## src/rtl/morse_letter_sequencer.sv

```systemverilog
// Morse letter sequencer: ROM lookup of A-H and symbol-at-a-time handshake.
// Define MORSE_LETTER_GAP_EN to add a three-tick inter-letter gap before done.
module morse_letter_sequencer #(
    parameter int TICK_DIV = 25000000
) (
    input  logic       clk,
    input  logic       reset,
    input  logic       start,
    input  logic [2:0] letter,
    input  logic       elem_ready,
    output logic       tick,
    output logic       sym_valid,
    output logic       sym_dash,
    output logic [2:0] remaining,
    output logic       busy,
    output logic       done
);

    localparam int CW = $clog2(TICK_DIV);

`ifdef MORSE_LETTER_GAP_EN
    typedef enum logic [2:0] {
        S_IDLE  = 3'd0,
        S_SEND  = 3'd1,
        S_DRAIN = 3'd2,
        S_GAP   = 3'd3,
        S_DONE  = 3'd4
    } state_t;
`else
    typedef enum logic [2:0] {
        S_IDLE  = 3'd0,
        S_SEND  = 3'd1,
        S_DRAIN = 3'd2,
        S_DONE  = 3'd4
    } state_t;
`endif

    state_t        state, state_d;
    logic [3:0]    pat, pat_d;
    logic [2:0]    rem, rem_d;
    logic [CW-1:0] cnt;

    // Pattern in [6:3] (MSB first, 1 = dash), symbol count in [2:0]
    function automatic logic [6:0] rom(input logic [2:0] l);
        rom = '0;
        unique case (l)
            3'd0: rom = {4'b0100, 3'd2};
            3'd1: rom = {4'b1000, 3'd4};
            3'd2: rom = {4'b1010, 3'd4};
            3'd3: rom = {4'b1000, 3'd3};
            3'd4: rom = {4'b0000, 3'd1};
            3'd5: rom = {4'b0010, 3'd4};
            3'd6: rom = {4'b1100, 3'd3};
            3'd7: rom = {4'b0000, 3'd4};
        endcase
    endfunction

    assign tick = (cnt == CW'(TICK_DIV - 1));

    always_ff @(posedge clk or posedge reset) begin
        if (reset) begin
            cnt <= '0;
        end else if (tick) begin
            cnt <= '0;
        end else begin
            cnt <= cnt + CW'(1);
        end
    end

`ifdef MORSE_LETTER_GAP_EN
    logic [1:0] gap, gap_d;

    always_ff @(posedge clk or posedge reset) begin
        if (reset) begin
            gap <= '0;
        end else begin
            gap <= gap_d;
        end
    end
`endif

    always_ff @(posedge clk or posedge reset) begin
        if (reset) begin
            state <= S_IDLE;
            pat   <= '0;
            rem   <= '0;
        end else begin
            state <= state_d;
            pat   <= pat_d;
            rem   <= rem_d;
        end
    end

    always_comb begin
        state_d = state;
        pat_d   = pat;
        rem_d   = rem;
`ifdef MORSE_LETTER_GAP_EN
        gap_d   = gap;
`endif
        unique case (state)
            S_IDLE: begin
                if (start) begin
                    {pat_d, rem_d} = rom(letter);
                    state_d        = S_SEND;
                end
            end
            S_SEND: begin
                if (elem_ready) begin
                    pat_d = {pat[2:0], 1'b0};
                    rem_d = rem - 3'd1;
                    if (rem == 3'd1) begin
                        state_d = S_DRAIN;
                    end
                end
            end
            S_DRAIN: begin
                if (elem_ready) begin
`ifdef MORSE_LETTER_GAP_EN
                    state_d = S_GAP;
                    gap_d   = '0;
`else
                    state_d = S_DONE;
`endif
                end
            end
`ifdef MORSE_LETTER_GAP_EN
            S_GAP: begin
                // Third tick seen in GAP ends the inter-letter silence
                if (tick) begin
                    gap_d = gap + 2'd1;
                    if (gap == 2'd2) begin
                        state_d = S_DONE;
                    end
                end
            end
`endif
            S_DONE:  state_d = S_IDLE;
            default: state_d = S_IDLE;
        endcase
    end

    assign sym_valid = (state == S_SEND);
    assign sym_dash  = pat[3];
    assign remaining = rem;
    assign busy      = (state != S_IDLE);
    assign done      = (state == S_DONE);

endmodule

```

## config.mk

```make
export PLATFORM = sky130hd
export DESIGN_NAME = morse_letter_sequencer
export DESIGN_NICKNAME = d
export VERILOG_FILES = /design/src/rtl/morse_letter_sequencer.sv
export SDC_FILE = /design/constraint.sdc
export NUM_CORES = 1
export LEC_CHECK = 0
export ABC_AREA = 1
export BUFFER_PORTS_ARGS = -buffer_cell sky130_fd_sc_hd__buf_2
export CELL_PAD_IN_SITES_DETAIL_PLACEMENT = 0
export CELL_PAD_IN_SITES_GLOBAL_PLACEMENT = 2
export CORE_UTILIZATION = 37
export DETAILED_ROUTE_END_ITERATION = 12
export PLACE_DENSITY_LB_ADDON = 0.1
export SETUP_SLACK_MARGIN = 0.2
export SLEW_MARGIN = 40
export SYNTH_ARGS = -nofsm -noshare
export SYNTH_HDL_FRONTEND = slang
export SYNTH_SLANG_ARGS = --single-unit
```

## constraint.sdc

```tcl
create_clock -name clk -period 2.6 [get_ports clk]
set_input_delay 0.52 -clock clk [delete_from_list [all_inputs] [get_ports clk]]
set_output_delay 0.52 -clock clk [all_outputs]
set_load 0.01 [all_outputs]
```

==> impl_metrics.json <==
{
  "status": "completed",
  "finalCriticalPeriod_ns": 2.137,
  "synth_adder_area_share_pct": 3.957,
  "min_period_over_period_pct": 82.20,
  "clock-sinks": 34,
  "tns_ns": 0,
  "drive_gt1_share_pct": 15.18,
  "core_area_um2": 5642,
  "hold_viol": 0,
  "hold_class": "input pin to asynchronous set/reset pin",
  "crit_required_ns": 2.08,
  "wl_per_cell_um": 11.56,
  "avgViaCountPerCell": 4.475,
  "path_clk_slew_ns": 0.07,
  "port_buffers": 14,
  "numCtsBuffers": 5,
  "floorplan.initialDensity_pct": 39.23,
  "cellPowerDensity_nw_per_um2": 667.0,
  "syn_inst": 313,
  "yosysWarningCount": 0,
  "ant_nets": 0,
  "place.gp.congestion": 0.8008,
  "grt_antenna_before_repair": 0,
  "tightest_slew_ns": 0.4576,
  "synth_xor_xnor_area_share_pct": 3.166,
  "setup_viol": 0,
  "synth_ff_type": "dfrtp_1",
  "drc": 0,
  "muxShareOfSynthArea_pct": 0,
  "dr.pass1.iters": 4,
  "ys_async_sr_fraction_pct": 100.0,
  "wirelength_um": 4718,
  "grt_use_total_pct": 17.57,
  "r2r_slack_ns": 1.14,
  "worstSetupEndpointType": "primary output",
  "crit_type": "flip-flop to primary output",
  "grt_pass1_vias": 1770,
  "synth_top_family_by_area": "simple AND/OR/NAND/NOR gates",
  "crit_fanout": 6,
  "cts_setup_buffers": 0,
  "num_io_pins": 15,
  "r2r_end": "cnt[18]$_DFF_PP0_",
  "area_delta_synth_final_pct": 12.55,
  "ys_types": 27,
  "clockRootBuffer": "clkbuf_8",
  "cts_max_path_buffers": 2,
  "cts_tree": "yes",
  "yosys.area.top_type": "dfrtp_1",
  "slew_headroom_pct": 69.50,
  "synth_compound_area_share_pct": 4.409,
  "antenna_cells": 0,
  "grt_overflow": 0,
  "drt-initial-drc-count": 103,
  "max-cap-violations": 0,
  "synth_seq_cells": 34,
  "syn_nets": 327,
  "insertion_delay_ns": 0.29,
  "ys_top_cells_by_area": "dfrtp_1 (38%), nand2_1 (17%), nor2_1 (8.6%)",
  "clock_skew_ns": 0.003346,
  "syn-cell-area_um2": 2213,
  "synth_most_common_cell": "nand2_1",
  "grt_pass1_wl_um": 8404,
  "crit_path_start_kind": "flip-flop",
  "synthTopCellsByCount": "nand2_1 (102), nor2_1 (51), inv_1 (40)",
  "seq_area_frac_synth_pct": 38.44,
  "h-tree-depth": 2,
  "power.leakage_nw": 1.295,
  "dieArea_um2": 6296,
  "synth_top_area_share_pct": 38.44,
  "r2r_start": "cnt[0]$_DFF_PP0_",
  "vias": 1826,
  "rows": 27,
  "grt_max_degree": 35,
  "postCtsHoldBufs": 0,
  "fin_nets": 349,
  "rsz0062_at_grt": "no",
  "synth-simple-area-share_pct": 42.23,
  "die_y_um": 79.35,
  "dpl.hpwl_um": 3676,
  "hold_ws_ns": 0.3244,
  "synth_edf_count": 0,
  "slew_violations": 0,
  "die_w_um": 79.35,
  "r2r_cells": 8,
  "synth_area_per_cell_um2": 7.071,
  "worstPathArrival_ns": 1.62,
  "max_freq_mhz": 467.9,
  "ctsResizeCount": 0,
  "peakVddDrop_v": 0.0004221
}
placed cells by master, fill, tap and decap left out, drive strengths merged:
cell type,instances
a21oi,6
nand4,1
nand2,114
ha,7
buf,15
clkbuf,6
xnor2,1
clkinvlp,1
o21bai,1
inv,44
and2,2
o211ai,1
bufinv,1
a21boi,1
nor3b,1
dfrtp,34
xor2,7
o21ai,9
nand3,16
nor2,63
nor3,5
registers in the layout, indices dropped and copies added, names as in the netlist:
signal     flops
remaining      3
state          3
cnt           25
pat            3
layout make-up:
type,instances,area [µm²]
inverters,44,172.7
well taps,72,90.09
multi-input cells,235,1190
clock inverters,2,37.54
repair buffers,15,77.57
clock buffers,6,72.57
flip-flops and latches,34,850.8
fillers,590,3151
where the power goes:
| group | internal (mW) | switching [mW] |
|---|---|---|
| Clock | 0.286 | 0.204 |
| Combinational | 0.191 | 0.333 |
| Sequential | 0.587 | 0.0601 |
| Total | 1.06 | 0.597 |
routing by layer:
layer  wire length, µm  vias to the layer above  GRT usage (%)
met5                 0                        -              0
met4                55                        0          5.455
met3               116                        6          3.448
met2              1978                       22          26.12
met1              2568                      800          25.37
li1                  -                      998              -
cell families after synthesis:
group	Yosys count
fa+ha+maj	7
compound gates	18
simple gates	202
flops	34
xor+xnor	8
buf+inv	44
stage by stage:
| step | std cells | power (mW) | utilization, % | area [µm²] | setup WS, ns |
|---|---|---|---|---|---|
| floorplan | 313 | 1.045 | - | 2213 | 0.9557 |
| global placement | 400 | 1.193 | 42.20 | 2381 | 0.8037 |
| detailed placement | 400 | 1.192 | 42.20 | 2381 | 0.7507 |
| CTS | 408 | 1.692 | 44.16 | 2491 | 0.4308 |
| global route | 408 | 1.802 | 44.16 | 2491 | 0.3525 |
| finish | 408 | 1.662 | 44.16 | 2491 | 0.4628 |
how the worst max path moves through the flow:
stage	cells after the start	startpoint	slack, ns	to
finish	8	cnt[0]$_DFF_PP0_	0.46	tick
global placement	8	cnt[0]$_DFF_PP0_	0.80	tick
floorplan	7	cnt[0]$_DFF_PP0_	0.96	tick
global route	8	cnt[0]$_DFF_PP0_	0.35	tick
detailed placement	8	cnt[0]$_DFF_PP0_	0.75	tick
CTS	8	cnt[0]$_DFF_PP0_	0.43	tick
critical path: stages, from the launching register on:
cell     delay (ns)
dfrtp_1        0.37
ha_1           0.20
nand2_2        0.10
nor2_8         0.16
nand2_4        0.08
nor2_1         0.11
nand2_1        0.08
inv_1          0.09
buf_2          0.13
(Power assumes the default switching activity.)
